[src/rtl/store_write_master.sv]
// Core store buffer and BusMatrix write initiator: queues core stores in a small FIFO and
// issues them one at a time on the peripheral write channel, dropping writes that time out.
module store_write_master #(
  parameter int unsigned DEPTH   = 4,
  parameter int unsigned TIMEOUT = 16
) (
  input  logic        ACLK,
  input  logic        ARESETn,
  input  logic        CoreWriteValid,
  output logic        CoreWriteReady,
  input  logic [63:0] CoreWriteAddr,
  input  logic [63:0] CoreWriteData,
  input  logic [3:0]  CoreWriteStrb,
  output logic [63:0] WriteAddr,
  output logic [63:0] WriteData,
  output logic [3:0]  WriteStrb,
  input  logic        SlaverWriteReady,
  output logic        WriteError,
  output logic [63:0] ErrorAddr,
  output logic        Busy
);

  localparam int unsigned PtrW = $clog2(DEPTH);
  localparam int unsigned CntW = $clog2(TIMEOUT) + 1;
  localparam logic [PtrW:0]   CountFull   = (PtrW + 1)'(DEPTH);
  localparam logic [CntW-1:0] TimeoutLast = CntW'(TIMEOUT - 1);

  typedef enum logic [1:0] {StIdle, StIssue, StRelease} state_e;

  state_e state_q, state_d;

  logic [63:0] fifo_addr_q [DEPTH];
  logic [63:0] fifo_data_q [DEPTH];
  logic [3:0]  fifo_strb_q [DEPTH];

  logic [PtrW-1:0] wr_ptr_q, rd_ptr_q;
  logic [PtrW:0]   count_q, count_d;
  logic [CntW-1:0] cnt_q, cnt_d;
  logic [63:0]     waddr_q, waddr_d, wdata_q, wdata_d, err_addr_q, err_addr_d;
  logic [3:0]      wstrb_q, wstrb_d;
  logic            err_q, err_d;
  logic            push, pop;
  logic [63:0]     head_addr;

  assign CoreWriteReady = (count_q != CountFull);
  assign push           = CoreWriteValid && CoreWriteReady;
  assign head_addr      = fifo_addr_q[rd_ptr_q];

  // Storage needs no reset: entries are only read when count says they are valid.
  always_ff @(posedge ACLK) begin
    if (push) begin
      fifo_addr_q[wr_ptr_q] <= CoreWriteAddr;
      fifo_data_q[wr_ptr_q] <= CoreWriteData;
      fifo_strb_q[wr_ptr_q] <= CoreWriteStrb;
    end
  end

  always_comb begin
    count_d = count_q;
    unique case ({push, pop})
      2'b10:   count_d = count_q + 1'b1;
      2'b01:   count_d = count_q - 1'b1;
      default: count_d = count_q;
    endcase
  end

  always_comb begin
    state_d    = state_q;
    cnt_d      = cnt_q;
    waddr_d    = waddr_q;
    wdata_d    = wdata_q;
    wstrb_d    = wstrb_q;
    err_d      = 1'b0;
    err_addr_d = err_addr_q;
    pop        = 1'b0;
    unique case (state_q)
      StIdle: begin
        if (count_q != '0) begin
          pop = 1'b1;
          if (head_addr != '0) begin
            waddr_d = head_addr;
            wdata_d = fifo_data_q[rd_ptr_q];
            wstrb_d = fifo_strb_q[rd_ptr_q];
            cnt_d   = '0;
            state_d = StIssue;
          end else begin
            err_d      = 1'b1;
            err_addr_d = '0;
          end
        end
      end
      StIssue: begin
        cnt_d = cnt_q + 1'b1;
        // Ready seen in the first ISSUE cycle belongs to the previous address.
        if (cnt_q != '0 && SlaverWriteReady) begin
          state_d = StRelease;
          waddr_d = '0;
          wdata_d = '0;
          wstrb_d = '0;
        end else if (cnt_q == TimeoutLast) begin
          err_d      = 1'b1;
          err_addr_d = waddr_q;
          state_d    = StRelease;
          waddr_d    = '0;
          wdata_d    = '0;
          wstrb_d    = '0;
        end
      end
      StRelease: state_d = StIdle;
      default:   state_d = StIdle;
    endcase
  end

  always_ff @(posedge ACLK) begin
    if (!ARESETn) begin
      state_q    <= StIdle;
      wr_ptr_q   <= '0;
      rd_ptr_q   <= '0;
      count_q    <= '0;
      cnt_q      <= '0;
      waddr_q    <= '0;
      wdata_q    <= '0;
      wstrb_q    <= '0;
      err_q      <= 1'b0;
      err_addr_q <= '0;
    end else begin
      state_q    <= state_d;
      count_q    <= count_d;
      cnt_q      <= cnt_d;
      waddr_q    <= waddr_d;
      wdata_q    <= wdata_d;
      wstrb_q    <= wstrb_d;
      err_q      <= err_d;
      err_addr_q <= err_addr_d;
      if (push) wr_ptr_q <= wr_ptr_q + 1'b1;
      if (pop)  rd_ptr_q <= rd_ptr_q + 1'b1;
    end
  end

  assign WriteAddr  = waddr_q;
  assign WriteData  = wdata_q;
  assign WriteStrb  = wstrb_q;
  assign WriteError = err_q;
  assign ErrorAddr  = err_addr_q;
  assign Busy       = (count_q != '0) || (state_q != StIdle);

endmodule
[config.mk]
export PLATFORM = sky130hd
export DESIGN_NAME = store_write_master
export DESIGN_NICKNAME = d
export VERILOG_FILES = /design/src/rtl/store_write_master.sv
export SDC_FILE = /design/constraint.sdc
export NUM_CORES = 1
export LEC_CHECK = 0
export ABC_AREA = 1
export ABC_CLOCK_PERIOD_IN_PS = 10400
export CAP_MARGIN = 20
export CORE_ASPECT_RATIO = 0.6
export CORE_MARGIN = 10
export CORE_UTILIZATION = 40
export DETAILED_ROUTE_END_ITERATION = 10
export PLACE_DENSITY = 0.64
export SYNTH_ARGS = -nofsm -noshare
export SYNTH_HDL_FRONTEND = slang
export SYNTH_SLANG_ARGS = --single-unit
[constraint.sdc]
create_clock -name ACLK -period 10.4 [get_ports ACLK]
set_input_delay 2.6 -clock ACLK [delete_from_list [all_inputs] [get_ports ACLK]]
set_output_delay 2.6 -clock ACLK [all_outputs]
set_load 0.01 [all_outputs]
==> results.sh <==
export IMPL_antenna_found_initial=20
export IMPL_drtIter0Drc=1971
export IMPL_finalClockSkew_ns=0.02080
export IMPL_ir_drop_uv=217.4
export IMPL_drtAntennaViolNets=0
export IMPL_yosysTopAreaCell="edfxtp_1"
export IMPL_flow_area_growth_from_synthesis_pct=22.40
export IMPL_min_path_type="reg2reg"
export IMPL_viasPerCell=5.423
export IMPL_wl_per_cell_um=22.51
export IMPL_cts_buffers=70
export IMPL_rsz0062_at_grt="no"
export IMPL_critPathRequiredTime_ns=10.95
export IMPL_drive_gt1_share_pct=5.379
export IMPL_syn_area_um2=28200
export IMPL_die_w_um=362.8
export IMPL_clockBufferDepth=3
export IMPL_fmaxAchievable_ghz=0.1801
export IMPL_yosysSeqAreaShare_pct=71.33
export IMPL_clk_pin_slew_ns=0.07
export IMPL_synthTopCellsByArea="edfxtp_1, dfxtp_1, nand2_1"
export IMPL_pwr_share_seq_pct=41.1
export IMPL_post_cts_buffers=0
export IMPL_outcome="complete, no violations"
export IMPL_dp_hpwl_um=52770
export IMPL_finalCriticalPeriod_ns=5.551
export IMPL_critPathBufInv=4
export IMPL_clock_power_share_pct=26.7
export IMPL_max_cap_violations=0
export IMPL_power_leakage_nw=11.62
export IMPL_grt_pass1_vias=18950
export IMPL_hold_violations=0
export IMPL_critical_path_max_stage_delay_ns=0.88
export IMPL_clock_latency_ns=0.62
export IMPL_track_usage_pct=19.60
export IMPL_die_h_um=225.7
export IMPL_final_cell_mix="edfxtp_1, nand2_1, clkdlybuf4s50_1"
export IMPL_via_count=20060
export IMPL_ctsHoldBuffers=0
export IMPL_start_kind="register"
export IMPL_switching_share_pct=35.82
export IMPL_p_int_mw=6.238
export IMPL_crit_slowest_cell="buf_4"
export IMPL_wl_um=83260
export IMPL_final_core_util_pct=49.45
export IMPL_fp_coreArea_um2=69820
export IMPL_io_pins=335
export IMPL_die_area_um2=81880
export IMPL_crit_fanout=78
export IMPL_clock_root_buffer="clkbuf_16"
export IMPL_gp_congestion=0.7846
export IMPL_synth_warnings=0
export IMPL_ys_types=24
export IMPL_slew_headroom_pct=23.29
export IMPL_port_buffers=334
export IMPL_path_cells="buf_4, buf_4, nand2_1, nand3_1, nand2_1, nand2_1, nor2_1, nand2_1, nor2_1, nand2_1, nor2_2, inv_4, buf_4, nand3b_1, a21oi_1"
export IMPL_grt_max_degree=164
export IMPL_synth_top_area_share_pct=56.22
export IMPL_nFillCells=6099
export IMPL_drc=0
export IMPL_power_density_nw_per_um2=281.6
export IMPL_clock_sinks=741
export IMPL_ctsResizeCount=0
export IMPL_setup_violations=0
export IMPL_cpMostUsedCell="nand2_1"
export IMPL_end_kind="register"
export IMPL_drt_pass1_iterations=5
export IMPL_fin_cells=3698
export IMPL_post_route_period_util_pct=53.38
export IMPL_critPathArrivalTime_ns=6.10
export IMPL_num_rows=75
export IMPL_grt_first_pass_wirelength_um=122000
export IMPL_syn_avg_cell_area_um2=11.41
export IMPL_syn_nets=2616
export IMPL_comb_power_share_pct=32.2
export IMPL_fin_setup_tns_ns=0
export IMPL_finalMaxSlewViolations=0
export IMPL_cts_htree_levels=3
export IMPL_ys_seq_elements=741
export IMPL_synth_cells=2471
export IMPL_final_nets=2860
export IMPL_tightest_slew_ns=1.151
export IMPL_initial_core_util_pct=40.40
export IMPL_cts_tree="built"
export IMPL_globalRouteOverflowTotal=0
export IMPL_dp_cells=3566
export IMPL_critPathTopFamily="buffers and inverters"
export IMPL_power_switching_mw=3.482
export IMPL_crit_type="reg2reg"
export IMPL_final_common_cell="edfxtp_1"
-- synthesized netlist by cell type --
| cell | number |
|---|---|
| edfxtp_1 | 528 |
| o21ai_0 | 145 |
| fa_1 | 1 |
| nand3b_1 | 64 |
| buf_1 | 14 |
| nor2_1 | 170 |
| nand4_1 | 64 |
| a21oi_1 | 212 |
| ha_1 | 8 |
| dfxtp_1 | 213 |
| buf_4 | 2 |
| o21a_1 | 1 |
| inv_2 | 3 |
| nand2_1 | 511 |
| inv_1 | 22 |
| nand3_1 | 266 |
| nor3_1 | 3 |
| or2_2 | 1 |
| buf_6 | 9 |
| o22ai_1 | 69 |
| clkbuf_1 | 111 |
| buf_2 | 52 |
| nor2_2 | 1 |
| clkinv_1 | 1 |
-- through the flow --
stage | setup slack, ns | hold WS [ns] | power, mW | area, um2
3_3_place_gp | 4.983 | 0.4392 | 7.080 | 32110
2_1_floorplan | 1.513 | 0.4362 | 5.831 | 28200
5_1_grt | 4.520 | 0.4787 | 10.21 | 34520
6_report | 4.849 | 0.4608 | 9.720 | 34520
3_5_place_dp | 4.940 | 0.4528 | 7.184 | 32160
4_1_cts | 4.936 | 0.4630 | 9.777 | 34480
-- layout make-up --
type / instances / area (um2) / area share (%)
Clock buffer: 87 / 1918 / 5.556
Antenna cell: 4 / 10.01 / 0.02899
Timing Repair Buffer: 360 / 3598 / 10.42
Sequential cell: 741 / 20130 / 58.31
Inverter: 26 / 117.6 / 0.3407
Clock inverter: 40 / 401.6 / 1.163
Tap cell: 924 / 1156 / 3.349
Multi-Input combinational cell: 1516 / 7192 / 20.83
-- flip-flops by register name (all words and copies together), names as in the netlist, named ones only --
register and cells:
fifo_addr_q 256, fifo_data_q 256, ErrorAddr 64, WriteAddr 64, WriteData 64, fifo_strb_q 16, cnt_q 5, WriteStrb 4
count_q 3, rd_ptr_q 2, state_q 2, wr_ptr_q 2, WriteError 1
-- routing by layer --
layer	wire (um)	track usage (%)	vias up
li1	-	-	9297
met1	36710	27.70	9751
met2	36180	28.78	838
met3	8316	6.107	143
met4	1884	5.362	26
met5	172	0	-
-- logic make-up (layout without fill, tap and decap cells) --
logic type               after synthesis  in the layout  share of synthesized area, %
buffers and inverters                214            513                         3.345
other                                  0              4                             0
flip-flops                           741            741                         71.33
AO/OA/AOI/OAI                        427            427                         7.892
adder cells (fa/ha/maj)                9              9                        0.4259
AND/OR/NAND/NOR                     1080           1080                         17.00
-- worst reg2reg max path, cell delays in order (launching register included) --
cell,delay [ns]
dfxtp_4,0.72
buf_4,0.65
buf_4,0.72
nand2_1,0.21
nand3_1,0.13
nand2_1,0.26
nand2_1,0.13
nor2_1,0.05
nand2_1,0.05
nor2_1,0.04
nand2_1,0.20
nor2_2,0.12
inv_4,0.51
buf_4,0.91
nand3b_1,0.52
a21oi_1,0.25
-- worst paths after layout --
kind,from,cells past startpoint,slack [ns],end
max reg2reg,register,15,4.85,WriteAddr[19]
max,register,15,4.85,WriteAddr[19]
min,WriteData[12],2,0.46,WriteData[12]
min reg2reg,WriteData[12],2,0.46,WriteData[12]
-- power by group through the flow --
stage | registers, mW | logic [mW] | clock network (mW)
5_1_grt | 4.04 | 3.41 | 2.76
3_5_place_dp | 4.05 | 3.13 | 0
2_1_floorplan | 4.06 | 1.77 | 0
3_3_place_gp | 4.04 | 3.04 | 0
6_report | 4.00 | 3.13 | 2.59
4_1_cts | 4.00 | 3.14 | 2.64
No activity file was read; power rests on OpenSTA's default activity.
